--- config.mk ---
export PLATFORM = sky130hd
export DESIGN_NAME = recip_arbiter_flat
export DESIGN_NICKNAME = d
export VERILOG_FILES = /design/src/rtl/recip_arbiter_if.sv /design/src/rtl/recip_arbiter.sv /design/src/flat_wrapper.sv
export SDC_FILE = /design/constraint.sdc
export NUM_CORES = 1
export LEC_CHECK = 0
export BUFFER_PORTS_ARGS = -buffer_cell sky130_fd_sc_hd__buf_2
export CORE_ASPECT_RATIO = 1.5
export CORE_MARGIN = 10
export CORE_UTILIZATION = 43
export CTS_BUF_LIST = sky130_fd_sc_hd__clkbuf_2 sky130_fd_sc_hd__clkbuf_4 sky130_fd_sc_hd__clkbuf_8
export CTS_CLUSTER_DIAMETER = 120
export CTS_CLUSTER_SIZE = 24
export DETAILED_ROUTE_END_ITERATION = 16
export PLACE_DENSITY_LB_ADDON = 0.3
export SETUP_SLACK_MARGIN = 0.2
export SLEW_MARGIN = 20
export SYNTH_ARGS = -nofsm -noshare
export SYNTH_HDL_FRONTEND = slang
export SYNTH_SLANG_ARGS = --single-unit
export TNS_END_PERCENT = 1
--- constraint.sdc ---
create_clock -name clk -period 2.6 [get_ports clk]
set_input_delay 0.39 -clock clk [delete_from_list [all_inputs] [get_ports clk]]
set_output_delay 0.39 -clock clk [all_outputs]
set_load 0.03 [all_outputs]
--- src/rtl/recip_arbiter_if.sv ---
// Requester, response and reciprocal-unit signals of the shared reciprocal arbiter.
// The slave modport is the arbiter side and the master modport is the surrounding logic.
interface recip_arbiter_if #(
    parameter int N = 4,
    parameter int W = 32
);
    logic [N-1:0]   req_valid;
    logic [N*W-1:0] req_x;
    logic [N-1:0]   req_ready;
    logic [N-1:0]   rsp_valid;
    logic [W-1:0]   rsp_data;
    logic           rsp_invalid;
    logic           rsp_timeout;
    logic           u_start;
    logic [W-1:0]   u_x;
    logic           u_done;
    logic [W-1:0]   u_x_inv;
    logic           u_invalid;
    logic           busy;

    modport slave (
        input  req_valid, req_x, u_done, u_x_inv, u_invalid,
        output req_ready, rsp_valid, rsp_data, rsp_invalid, rsp_timeout, u_start, u_x, busy
    );

    modport master (
        output req_valid, req_x, u_done, u_x_inv, u_invalid,
        input  req_ready, rsp_valid, rsp_data, rsp_invalid, rsp_timeout, u_start, u_x, busy
    );
endinterface

--- src/rtl/recip_arbiter.sv ---
// Round-robin sequencer that shares one Q16 reciprocal unit between N requesters,
// one request in flight, with a bounded wait for the unit's done pulse.
module recip_arbiter #(
    parameter int N       = 4,
    parameter int W       = 32,
    parameter int TIMEOUT = 32
) (
    input  logic           clk,
    input  logic           rst,
    recip_arbiter_if.slave bus
);
    localparam int IDW = $clog2(N);
    localparam int WCW = $clog2(TIMEOUT + 1);

    typedef enum logic [1:0] {IDLE, ISSUE, WAIT, RESP} state_t;

    state_t         state, state_nx;
    logic [IDW-1:0] ptr, cur, grant;
    logic           found;
    logic [IDW:0]   idx;
    logic [W-1:0]   grant_x;
    logic [W-1:0]   x_q, data_q;
    logic           inv_q, to_q;
    logic [WCW-1:0] wcnt;

    // First valid requester at or after ptr, wrapping; reset masks any grant.
    always_comb begin
        grant = '0;
        found = 1'b0;
        idx   = '0;
        for (int i = 0; i < N; i++) begin
            idx = {1'b0, ptr} + (IDW+1)'(i);
            if (idx >= (IDW+1)'(N)) idx = idx - (IDW+1)'(N);
            if (!found && !rst && bus.req_valid[idx[IDW-1:0]]) begin
                found = 1'b1;
                grant = idx[IDW-1:0];
            end
        end
    end

    always_comb begin
        grant_x = '0;
        for (int i = 0; i < N; i++)
            if (IDW'(i) == grant) grant_x = bus.req_x[i*W +: W];
    end

    always_comb begin
        state_nx      = state;
        bus.req_ready = '0;
        bus.rsp_valid = '0;
        bus.u_start   = 1'b0;
        case (state)
            IDLE: if (found) begin
                bus.req_ready[grant] = 1'b1;
                state_nx = ISSUE;
            end
            ISSUE: begin
                bus.u_start = 1'b1;
                state_nx    = WAIT;
            end
            WAIT: if (bus.u_done || wcnt == WCW'(TIMEOUT - 1)) state_nx = RESP;
            RESP: begin
                bus.rsp_valid[cur] = 1'b1;
                state_nx = IDLE;
            end
            default: state_nx = IDLE;
        endcase
    end

    always_ff @(posedge clk or posedge rst) begin
        if (rst) begin
            state  <= IDLE;
            ptr    <= '0;
            cur    <= '0;
            x_q    <= '0;
            data_q <= '0;
            inv_q  <= 1'b0;
            to_q   <= 1'b0;
            wcnt   <= '0;
        end else begin
            state <= state_nx;
            case (state)
                IDLE: if (found) begin
                    cur <= grant;
                    x_q <= grant_x;
                end
                ISSUE: wcnt <= '0;
                WAIT: begin
                    // done on the last wait cycle still counts as a real result
                    if (bus.u_done) begin
                        data_q <= bus.u_x_inv;
                        inv_q  <= bus.u_invalid;
                        to_q   <= 1'b0;
                    end else if (wcnt == WCW'(TIMEOUT - 1)) begin
                        data_q <= '0;
                        inv_q  <= 1'b0;
                        to_q   <= 1'b1;
                    end else begin
                        wcnt <= wcnt + 1'b1;
                    end
                end
                RESP: ptr <= (cur == IDW'(N - 1)) ? '0 : cur + 1'b1;
                default: ;
            endcase
        end
    end

    assign bus.u_x         = x_q;
    assign bus.rsp_data    = data_q;
    assign bus.rsp_invalid = inv_q;
    assign bus.rsp_timeout = to_q;
    assign bus.busy        = (state != IDLE);
endmodule

--- src/flat_wrapper.sv ---
// flat-port wrapper written by rule: the top's interface ports become plain ports
module recip_arbiter_flat 
#(
    parameter int N       = 4,
    parameter int W       = 32,
    parameter int TIMEOUT = 32
)
  (clk, rst, bus_req_valid, bus_req_x, bus_u_done, bus_u_x_inv, bus_u_invalid, bus_req_ready, bus_rsp_valid, bus_rsp_data, bus_rsp_invalid, bus_rsp_timeout, bus_u_start, bus_u_x, bus_busy);
  recip_arbiter_if #(.N(N), .W(W)) bus_i ();
  input  logic clk;
  input  logic rst;
  input wire logic [$bits(bus_i.req_valid)-1:0] bus_req_valid;
  input wire logic [$bits(bus_i.req_x)-1:0] bus_req_x;
  input wire logic [$bits(bus_i.u_done)-1:0] bus_u_done;
  input wire logic [$bits(bus_i.u_x_inv)-1:0] bus_u_x_inv;
  input wire logic [$bits(bus_i.u_invalid)-1:0] bus_u_invalid;
  output wire logic [$bits(bus_i.req_ready)-1:0] bus_req_ready;
  output wire logic [$bits(bus_i.rsp_valid)-1:0] bus_rsp_valid;
  output wire logic [$bits(bus_i.rsp_data)-1:0] bus_rsp_data;
  output wire logic [$bits(bus_i.rsp_invalid)-1:0] bus_rsp_invalid;
  output wire logic [$bits(bus_i.rsp_timeout)-1:0] bus_rsp_timeout;
  output wire logic [$bits(bus_i.u_start)-1:0] bus_u_start;
  output wire logic [$bits(bus_i.u_x)-1:0] bus_u_x;
  output wire logic [$bits(bus_i.busy)-1:0] bus_busy;
  assign bus_i.req_valid = bus_req_valid;
  assign bus_i.req_x = bus_req_x;
  assign bus_i.u_done = bus_u_done;
  assign bus_i.u_x_inv = bus_u_x_inv;
  assign bus_i.u_invalid = bus_u_invalid;
  assign bus_req_ready = bus_i.req_ready;
  assign bus_rsp_valid = bus_i.rsp_valid;
  assign bus_rsp_data = bus_i.rsp_data;
  assign bus_rsp_invalid = bus_i.rsp_invalid;
  assign bus_rsp_timeout = bus_i.rsp_timeout;
  assign bus_u_start = bus_i.u_start;
  assign bus_u_x = bus_i.u_x;
  assign bus_busy = bus_i.busy;
  recip_arbiter #(.N(N), .W(W), .TIMEOUT(TIMEOUT)) u_core (.clk(clk), .rst(rst), .bus(bus_i));
endmodule
== After elaboration in Yosys (flattened, before gate mapping) ==
Index checks and enable logic that the tools add are counted.

* Output and inout port bits: 76
* Input bits: 168
* Flip-flop bits (word level): 78
* Logic and storage cells: 109

* Equality and inequality tests: 12
* Reduce and logical (&&, ||, !) cells: 23
* Order comparisons: 12
* Add/subtract/negate cells: 9
* Multiplexer cells: 45

{| class="wikitable"
|+ Operators by type and width
! operator !! count
|-
| 32-bit 2-to-1 mux || 6
|-
| 2-bit 2-to-1 mux || 11
|-
| 2-bit by 3-bit less-than comparator with 1-bit output, second input constant || 6
|-
| 1-bit 2-to-1 mux || 15
|-
| 4-bit 2-to-1 mux || 3
|-
| 6-bit 2-to-1 mux || 2
|-
| 6-bit case mux with 2 select lines || 1
|-
| 3-bit >= comparator, second input constant || 3
|-
| 1-bit logical AND || 9
|-
| 1-bit binary-select mux with 2-bit select || 4
|-
| 2-bit case mux with 4 select lines || 1
|-
| 2-bit by 1-bit subtractor with 2-bit output, second input constant || 4
|-
| 2-bit by 2-bit adder with 3-bit output, second input constant || 2
|-
| 6-bit by 1-bit adder with 6-bit output, second input constant || 1
|-
| 2-bit equality test, second input constant || 3
|-
| 6-bit by 5-bit equality test with 1-bit output, second input constant || 1
|-
| 2-bit AND reduction || 3
|-
| 2-bit nonzero test || 3
|-
| 1-bit demux with 2-bit select || 2
|-
| 2-bit equality test, first input constant || 2
|-
| 2-bit by 1-bit >= comparator with 1-bit output, second input constant || 2
|-
| 1-bit zero test || 4
|-
| 2-bit zero test || 2
|-
| 2-bit by 1-bit != test with 1-bit output, second input constant || 2
|-
| 8 further kinds || 9
|}

== Depth between registers and ports, before layout ==
Gate-level depths: netlist (run 1).

* Word-level depth: 24
* Depth in mapped cells: 10
* Gate-level depth less buffers: 8

== Least setup slack after synthesis (run 1) ==
OpenSTA, ideal clock, no wires.

* Path type: input to output
* Start: input bus_req_valid[2]
* End: output bus_req_ready[0]
* Stages: 9
* Data required time: 2.210 ns
* Path buffers: 4
* Data arrival time: 2.243 ns
* Slack: -0.033 ns
* Cell sequence: buf_2 -> or3b_2 -> a21boi_0 -> or4_1 -> buf_6 -> nand2_8 -> buf_12 -> buf_4 -> nor2_1

* Longest elaborated chain between the ends: 22
* Elaborated cells between the ends (all ways): 33
* Classes of those cells: order compare (2); mux (20); reduce/logical (11)

{| class="wikitable"
|+ Ends and longest elaborated chain
! item !! RTL line !! text
|-
| from (decl) || flat_wrapper.sv:12 || <nowiki>input wire logic [$bits(bus_i.req_valid)-1:0] bus_req_valid;</nowiki>
|-
| 1-bit binary-select mux with 2-bit select || recip_arbiter.sv:34 || <nowiki>if (!found && !rst && bus.req_valid[idx[IDW-1:0]]) begin</nowiki>
|-
| 1-bit 2-to-1 mux (implied by the code) || recip_arbiter.sv:34 ||
|-
| 1-bit logical AND || recip_arbiter.sv:34 ||
|-
| 1-bit 2-to-1 mux || recip_arbiter.sv:34 ||
|-
| 1-bit zero test || recip_arbiter.sv:34 ||
|-
| 1-bit logical AND (2 in series) || recip_arbiter.sv:34 ||
|-
| 1-bit 2-to-1 mux || recip_arbiter.sv:34 ||
|-
| 1-bit zero test || recip_arbiter.sv:34 ||
|-
| [... 4 more ...] || - ||
|-
| 1-bit logical AND (2 in series) || recip_arbiter.sv:34 ||
|-
| 2-bit 2-to-1 mux || recip_arbiter.sv:34 ||
|-
| 2-bit by 3-bit less-than comparator with 1-bit output (implied by the code) / 2-bit by 1-bit >= comparator with 1-bit output (equally long branches) || recip_arbiter.sv:54 || <nowiki>bus.req_ready[grant] = 1'b1;</nowiki>
|-
| 1-bit logical AND (implied by the code) || recip_arbiter.sv:54 ||
|-
| 1-bit 2-to-1 mux (implied by the code) || recip_arbiter.sv:54 ||
|-
| 1-bit demux with 2-bit select || - ||
|-
| 4-bit 2-to-1 mux * || recip_arbiter.sv:53 || <nowiki>IDLE: if (found) begin</nowiki>
|-
| 4-bit 2-to-1 mux * || recip_arbiter.sv:52 || <nowiki>case (state)</nowiki>
|-
| to (decl) || flat_wrapper.sv:17 || <nowiki>output wire logic [$bits(bus_i.req_ready)-1:0] bus_req_ready;</nowiki>
|}

Every way passes the cells marked *; elsewhere a longest branch is shown, timed or not. The select of a mux whose other input is x is not followed.

== Final worst setup path (run 1) ==
* Start: register u_core.ptr[1]
* End: output bus_req_ready[0]

* Longest elaborated chain between the ends: 24
* Elaborated cells between the ends (all ways): 48
* Classes of those cells: add/sub (7); order compare (6); mux (24); reduce/logical (11)

{| class="wikitable"
|+ Ends and longest elaborated chain
! item !! RTL line !! text
|-
| from (decl) || recip_arbiter.sv:18 || <nowiki>logic [IDW-1:0] ptr, cur, grant;</nowiki>
|-
| from (signal assigned) || recip_arbiter.sv:102 || <nowiki>RESP: ptr <= (cur == IDW'(N - 1)) ? '0 : cur + 1'b1;</nowiki>
|-
| 2-bit by 3-bit >= comparator with 1-bit output / 2-bit by 1-bit subtractor with 2-bit output (equally long branches) || recip_arbiter.sv:33 || <nowiki>if (idx >= (IDW+1)'(N)) idx = idx - (IDW+1)'(N);</nowiki>
|-
| 2-bit 2-to-1 mux || recip_arbiter.sv:33 ||
|-
| 1-bit binary-select mux with 2-bit select || recip_arbiter.sv:34 ||
|-
| 1-bit 2-to-1 mux (implied by the code) || recip_arbiter.sv:34 ||
|-
| 1-bit logical AND || recip_arbiter.sv:34 ||
|-
| 1-bit 2-to-1 mux || recip_arbiter.sv:34 ||
|-
| 1-bit zero test || recip_arbiter.sv:34 ||
|-
| 1-bit logical AND (2 in series) || recip_arbiter.sv:34 ||
|-
| [... 6 more ...] || - ||
|-
| 1-bit logical AND (2 in series) || recip_arbiter.sv:34 ||
|-
| 2-bit 2-to-1 mux || recip_arbiter.sv:34 ||
|-
| 2-bit by 3-bit less-than comparator with 1-bit output (implied by the code) / 2-bit by 1-bit >= comparator with 1-bit output (equally long branches) || recip_arbiter.sv:54 ||
|-
| 1-bit logical AND (implied by the code) || recip_arbiter.sv:54 ||
|-
| 1-bit 2-to-1 mux (implied by the code) || recip_arbiter.sv:54 ||
|-
| 1-bit demux with 2-bit select || - ||
|-
| 4-bit 2-to-1 mux * || recip_arbiter.sv:53 ||
|-
| 4-bit 2-to-1 mux * || recip_arbiter.sv:52 ||
|}

Marked as above.

==> flow_metrics.py, run 1 <==
metrics = {
    "synthesis": {
        "synth_area_um2": 4670,
        "ys_top_cells_by_area": "dfrtp_1, nand2_1, mux2i_1",
        "ys_ff_latch": 78,
        "syn_avg_cell_area_um2": 9.24,
        "ys_seq_area_share_pct": 41.8,
        "synthesis.nets": 682,
        "synth_enable_flop_cells": 0,
        "yosys.area.top_type": "dfrtp_1",
        "yosys_warnings": 0,
        "yosysMostFrequentCell": "nand2_1",
        "synthCells": 505,
        "netlist.area_leader.share_pct": 41.8,
        "synthTopCellsByCount": "nand2_1, dfrtp_1, nand3_1",
        "async_flop_share_pct": 100,
        "yosysUniqueCellTypes": 52,
        "ys.flop_type": "dfrtp_1",
    },
    "cts": {
        "clockRootBuffer": "clkbuf_8",
        "numCtsBuffers": 9,
        "cts_tree": "yes",
        "cts.sinks": 78,
        "clock_latency_ns": 0.36,
        "cts_max_level": 3,
        "clk_pin_slew_ns": 0.08,
        "clk_path_buf_depth": 2,
    },
    "setup_path": {
        "cpPeakStageDelay_ns": 0.54,
        "startpoint_type": "flop",
        "worstPathRequired_ns": 2.21,
        "critPathTopFamily": "simple AND/OR/NAND/NOR gates",
        "reg2reg_to": "u_core.bus.u_x[17]$_DFFE_PP0P_",
        "worstPathMaxFanout": 6,
        "path_cells": "or3b_1 > o221a_1 > or4_4 > nand2_8 > nor2_4 > buf_6",
        "regToRegSetupSlack_ns": 0.11,
        "slowest_stage": "or4_4",
        "r2r_start": "u_core.ptr[1]$_DFFE_PP0P_",
        "r2r_cells": 8,
        "crit_type": "flop to output pin",
        "crit_path_end_kind": "output pin",
        "critPathBufInv": 1,
        "arrival_ns": 2.16,
    },
    "grt": {
        "gr-total-overflow": 0,
        "grt_pass1_vias": 5369,
        "busiest_layer": "met2",
        "grtUsageMet2_pct": 37.5,
        "track_usage_pct": 21.3,
        "grt_max_degree": 43,
        "grt_pass1_wl_um": 27200,
        "grt_use_met1_pct": 22.4,
        "grt_util_met3_pct": 7.22,
        "antenna_found_initial": 0,
    },
    "floorplan": {
        "dieArea_um2": 15500,
        "die_h_um": 148,
        "design.core.area_um2": 10600,
        "io_pins": 244,
        "die_w_um": 105,
        "start_util_pct": 44.1,
        "std_cell_rows": 46,
    },
    "final_layout": {
        "nFillCells": 957,
        "finish.utilization_pct": 61.0,
        "drive_above_1_share_pct": 46.1,
        "multi_input_area_um2": 2520,
        "antenna_cells": 0,
        "nets": 927,
        "area_growth_pct": 38.3,
        "register_area_um2": 1950,
        "fin_area_um2": 6460,
    },
    "hold_path": {
        "hold_path_class": "input port to async pin",
    },
    "sta": {
        "clock.fmax_mhz": 392,
        "holdWs_ns": 0.134,
        "max_slew_margin_pct": 51.7,
        "fin_worst_skew_ns": 0.00564,
        "min_period_ns": 2.55,
        "worstMarginPinSlew_ns": 0.718,
        "post-route-period-util_pct": 98.2,
        "setup_viol": 0,
        "tns_ns": 0,
        "slew_viol_final": 0,
        "hold_viol": 0,
        "rsz0062_at_grt": "true",
    },
    "placed_design": {
        "place_area_um2": 6090,
        "globalplace.congestion": 0.881,
        "portBuffers": 243,
        "dp_hpwl_um": 13200,
    },
    "drt": {
        "viasPerCell": 5.43,
        "wl_per_cell_um": 18.8,
        "dr.pass1.iters": 4,
        "ant_nets": 0,
        "via_count": 4884,
        "drc": 0,
        "dr.first_iter.drc_count": 151,
        "wl_um": 16900,
    },
    "pwr": {
        "ir_drop_mv": 0.690,
        "p_per_area_nw_per_um2": 1140,
        "p_leak_uw": 0.00330,
    },
    "outcome": {
        "status": "finished, final reports clean",
    },
    "job": {
        "drv_cap": 0,
    },
}
layer usage:
| layer | up-vias | wire length, um |
|---|---|---|
| met2 | 255 | 8520 |
| met3 | 58 | 1470 |
| met4 | 0 | 663 |
| met1 | 2298 | 6270 |
| met5 | - | 0 |
| li1 | 2273 | - |
report_power, final:
group	switching (uW)	internal, uW	total [uW]
combinational	2680	1510	4190
clock	469	662	1130
sequential	315	1750	2060
total	3460	3920	7390
cell usage in the layout (no fill, tap or decap), types with 15 or more instances in the layout:
cell type / count
buf_2: 239
nand2_1: 83
dfrtp_1: 77
nand3_1: 56
nor2_1: 29
buf_4: 29
mux2i_1: 27
o21ai_0: 25
and3_1: 20
a211oi_2: 20
mux2_2: 15
state kept, by name, indices dropped and copies added, names as in the netlist:
register                count
u_core.cur                  2
u_core.wcnt                 6
u_core.bus.rsp_data        32
u_core.bus.rsp_invalid      1
u_core.ptr                  2
u_core.bus.u_x             32
u_core.state                2
u_core.bus.rsp_timeout      1
worst max path at each step:
stage	end	startpoint	depth (start not counted)	slack (ns)
floorplan	bus_req_ready[2]	bus_req_valid[1]	7	0.09
global placement	u_core.bus.u_x[11]$_DFFE_PP0P_	bus_req_valid[1]	8	0.11
detailed placement	u_core.bus.u_x[25]$_DFFE_PP0P_	bus_req_valid[2]	7	0.08
CTS	bus_req_ready[0]	u_core.ptr[1]$_DFFE_PP0P_	7	0.007
global route	bus_req_ready[0]	u_core.ptr[1]$_DFFE_PP0P_	6	-0.03
finish	bus_req_ready[0]	u_core.ptr[1]$_DFFE_PP0P_	6	0.05
logic make-up (layout without fill, tap and decap cells):
group                      after synthesis  in the layout  share of synthesized area, %
AOI/OAI and AO/OA                       91             91                          15.7
xor gates and xnor gates                 4              4                         0.751
adders and majority gates                9              9                          2.41
buffers and inverters                   51            301                          6.03
DFF                                     78             78                          41.8
muxes                                   45             45                          10.1
and+or+nand+nor                        227            227                          23.3
stage by stage:
stage / total power [uW] / worst slack, ns / instances
final: 7390 / 0.0458 / 899
after global routing: 7870 / -0.0286 / 899
after CTS: 7400 / 0.00651 / 898
after detailed placement: 6170 / 0.0810 / 878
after global placement: 6050 / 0.110 / 878
after floorplan: 4920 / 0.0873 / 505
area by class of cell:
type                            count  share of cell area, %
Timing Repair Buffer              275                   23.5
Clock buffer                       10                   2.13
Sequential cell                    78                   30.3
Multi-Input combinational cell    376                   39.0
Inverter                           10                  0.640
Clock inverter                      6                   1.69
Tap cell                          144                   2.79
what timing repair did:
action	CTS	global route
cloned	0	0
resized for setup	13	13
setup buffers	4	1
pin swaps	5	3
endpoints found under the setup margin	29	34
hold buffers	0	0
No activity file was read; power rests on OpenSTA's default activity.
==> run 2: changes to the inputs <==
--- a/config.mk
+++ b/config.mk
@@ -5,6 +5,7 @@
 export SDC_FILE = /design/constraint.sdc
 export NUM_CORES = 1
 export LEC_CHECK = 0
+export ABC_AREA = 1
 export BUFFER_PORTS_ARGS = -buffer_cell sky130_fd_sc_hd__buf_2
 export CORE_ASPECT_RATIO = 1.5
 export CORE_MARGIN = 10
@@ -13,7 +14,7 @@
 export CTS_CLUSTER_DIAMETER = 120
 export CTS_CLUSTER_SIZE = 24
 export DETAILED_ROUTE_END_ITERATION = 16
-export PLACE_DENSITY_LB_ADDON = 0.3
+export PLACE_DENSITY = 0.79
 export SETUP_SLACK_MARGIN = 0.2
 export SLEW_MARGIN = 20
 export SYNTH_ARGS = -nofsm -noshare
==> run 2 against run 1 <==
Compared with the run above: combinational power increased by 60%; total power is 32% higher; clock power is 15% lower; sequential power barely moved; critical path depth is 5 higher; hold slack better by 0.094 ns; register-to-register slack improved by 0.07 ns; sequential share of layout area decreased by 2.3 points; synthesized cell count up 48%; setup slack worse by 0.014 ns; cell count is 28% higher; critical path type unchanged.
==> flow_metrics.py, run 2 <==
metrics = {
    "cts": {
        "cts_max_level": 3,
        "clk_path_buf_depth": 2,
        "cts.sinks": 78,
        "clk_pin_slew_ns": 0.10,
        "hold_buffers": 0,
        "numCtsBuffers": 9,
        "cts_tree": "yes",
        "clock_latency_ns": 0.35,
        "clockRootBuffer": "clkbuf_8",
    },
    "drt": {
        "dr.pass1.iters": 4,
        "drc": 0,
        "wl_um": 18400,
        "dr.first_iter.drc_count": 186,
        "wl_per_cell_um": 16.0,
        "viasPerCell": 5.02,
        "ant_nets": 0,
        "via_count": 5778,
    },
    "synthesis": {
        "synth_enable_flop_cells": 0,
        "yosys.area.top_type": "dfrtp_1",
        "yosysUniqueCellTypes": 29,
        "netlist.area_leader.share_pct": 39.3,
        "synth_area_um2": 4960,
        "yosys_warnings": 0,
        "ys_seq_area_share_pct": 39.3,
        "syn_avg_cell_area_um2": 6.66,
        "synthesis.nets": 922,
        "async_flop_share_pct": 100,
        "ys_ff_latch": 78,
        "ys.flop_type": "dfrtp_1",
        "synthTopCellsByCount": "nand2_1, nand3_1, inv_1",
        "ys_top_cells_by_area": "dfrtp_1, nand2_1, nand3_1",
        "yosysMostFrequentCell": "nand2_1",
        "synthCells": 745,
    },
    "sta": {
        "max_slew_margin_pct": 39.4,
        "fin_worst_skew_ns": 0.0135,
        "clock.fmax_mhz": 389,
        "rsz0062_at_grt": "true",
        "setup_viol": 0,
        "hold_viol": 0,
        "holdWs_ns": 0.228,
        "min_period_ns": 2.57,
        "worstMarginPinSlew_ns": 0.903,
        "slew_viol_final": 0,
        "post-route-period-util_pct": 98.8,
    },
    "hold_path": {
        "holdPathStages": 3,
        "hold_path_class": "input port to flop",
    },
    "final_layout": {
        "instances_no_fill": 1152,
        "nets": 1173,
        "area_growth_pct": 40.7,
        "drive_above_1_share_pct": 35.7,
        "layout_commonest_cell": "nand2_1",
        "register_area_um2": 1950,
        "nFillCells": 1096,
        "mostFrequentLayoutCells": "nand2_1, buf_2, nand3_1, inv_1, dfrtp_1",
        "fin_area_um2": 6980,
        "multi_input_area_um2": 2630,
    },
    "grt": {
        "grt_max_degree": 51,
        "grt_pass1_wl_um": 28700,
        "antenna_found_initial": 1,
        "grt_pass1_vias": 6017,
        "gr-total-overflow": 0,
        "track_usage_pct": 21.7,
    },
    "pwr": {
        "finalPower_uw": 9760,
        "clockPowerShare_pct": 9.8,
        "p_switching_uw": 5250,
        "pwr-share-seq_pct": 21.3,
        "p_leak_uw": 0.00415,
        "internal-power_uw": 4510,
        "swShare_pct": 53.8,
        "p_per_area_nw_per_um2": 1400,
        "ir_drop_mv": 0.620,
        "pwr-share-comb_pct": 68.9,
    },
    "floorplan": {
        "die_w_um": 108,
        "die_h_um": 152,
        "dieArea_um2": 16300,
        "io_pins": 244,
        "design.core.area_um2": 11400,
        "start_util_pct": 43.5,
        "std_cell_rows": 48,
    },
    "setup_path": {
        "worstPathRequired_ns": 2.21,
        "crit_type": "flop to output pin",
        "cpPeakStageDelay_ns": 0.48,
        "arrival_ns": 2.18,
        "path_cells": "inv_4 > nand2_1 > nand2_2 > nand2_2 > nand2_4 > nand4_1 > buf_4 > o211ai_1 > nand2_2 > nor3_4 > buf_6",
        "worstPathMaxFanout": 8,
        "startpoint_type": "flop",
        "slowest_stage": "dfrtp_2",
        "crit_path_end_kind": "output pin",
        "crit_top_cell": "nand2_2",
        "regToRegSetupSlack_ns": 0.18,
        "r2r_cells": 17,
    },
    "placed_design": {
        "globalplace.congestion": 0.856,
        "post-place-cells": 1114,
        "place_area_um2": 6350,
        "dp_hpwl_um": 13800,
        "portBuffers": 243,
    },
    "job": {
        "drv_cap": 0,
    },
    "outcome": {
        "status": "finished, final reports clean",
    },
}
==> run 2: timing repair <==
action,4_1_cts,5_1_grt
gates cloned,0,0
setup endpoints to repair,8,36
setup buffers,14,7
pin swaps,13,26
gates resized for setup,21,55
==> run 2: cell families after synthesis <==
| logic type | share of synthesized area (%) |
|---|---|
| and+or+nand+nor | 42.5 |
| adders and majority gates | 2.27 |
| DFF | 39.3 |
| buffers and inverters | 12.0 |
| AOI/OAI and AO/OA | 3.98 |
==> run 2: worst max-delay path, delay by kind of cell, from the launching register on <==
kind                   cells  cell delay (ns)
buffers and inverters      3             0.42
flip-flops                 1             0.48
AO/OA/AOI/OAI              1             0.14
AND/OR/NAND/NOR            7             0.80
==> run 2: through the flow <==
step,utilization [%],setup WS (ns),TNS (ns)
after floorplan,-,-0.456,-9.04
after global placement,55.6,0.250,0
after detailed placement,55.6,0.202,0
after CTS,58.8,0.0865,0
after global routing,61.2,-0.0947,-0.261
final,61.2,0.0318,0
==> run 2: power groups by stage <==
| stage | registers, uW | logic [uW] | clock network [uW] |
|---|---|---|---|
| 2_1_floorplan | 2990 | 3410 | 0 |
| 3_3_place_gp | 2080 | 5860 | 0 |
| 3_5_place_dp | 2100 | 5930 | 0 |
| 4_1_cts | 2080 | 6220 | 982 |
| 5_1_grt | 2140 | 7450 | 1020 |
| 6_report | 2080 | 6720 | 961 |
==> run 2: path summary, 6_finish.rpt <==
check	start	end
max	u_core.ptr[0]$_DFFE_PP0P_	bus_req_ready[0]
min	bus_u_x_inv[25]	u_core.bus.rsp_data[25]$_DFFE_PP0P_
max reg2reg	u_core.ptr[0]$_DFFE_PP0P_	u_core.bus.u_x[19]$_DFFE_PP0P_
min reg2reg	u_core.bus.u_x[12]$_DFFE_PP0P_	u_core.bus.u_x[12]$_DFFE_PP0P_
max in group asynchronous	rst	u_core.ptr[0]$_DFFE_PP0P_
min in group asynchronous	rst	u_core.bus.u_x[5]$_DFFE_PP0P_
==> run 2: area by class of cell <==
cell class / instances / area share, %
inverters: 97 / 5.41
diodes: 1 / 0.0358
flip-flops and latches: 78 / 28.0
multi-input cells: 528 / 37.7
repair buffers: 282 / 23.3
clock inverters: 7 / 1.13
clock buffers: 9 / 1.77
well taps: 150 / 2.69
==> run 2: layer usage <==
metal / vias up / GRT usage (%) / part of all wire [%]
met1: 2635 / 22.0 / 37
met4: 2 / 9.52 / 3.2
met5: - / 0 / 0.071
met2: 260 / 39.7 / 51
li1: 2845 / - / -
met3: 36 / 6.77 / 8.1
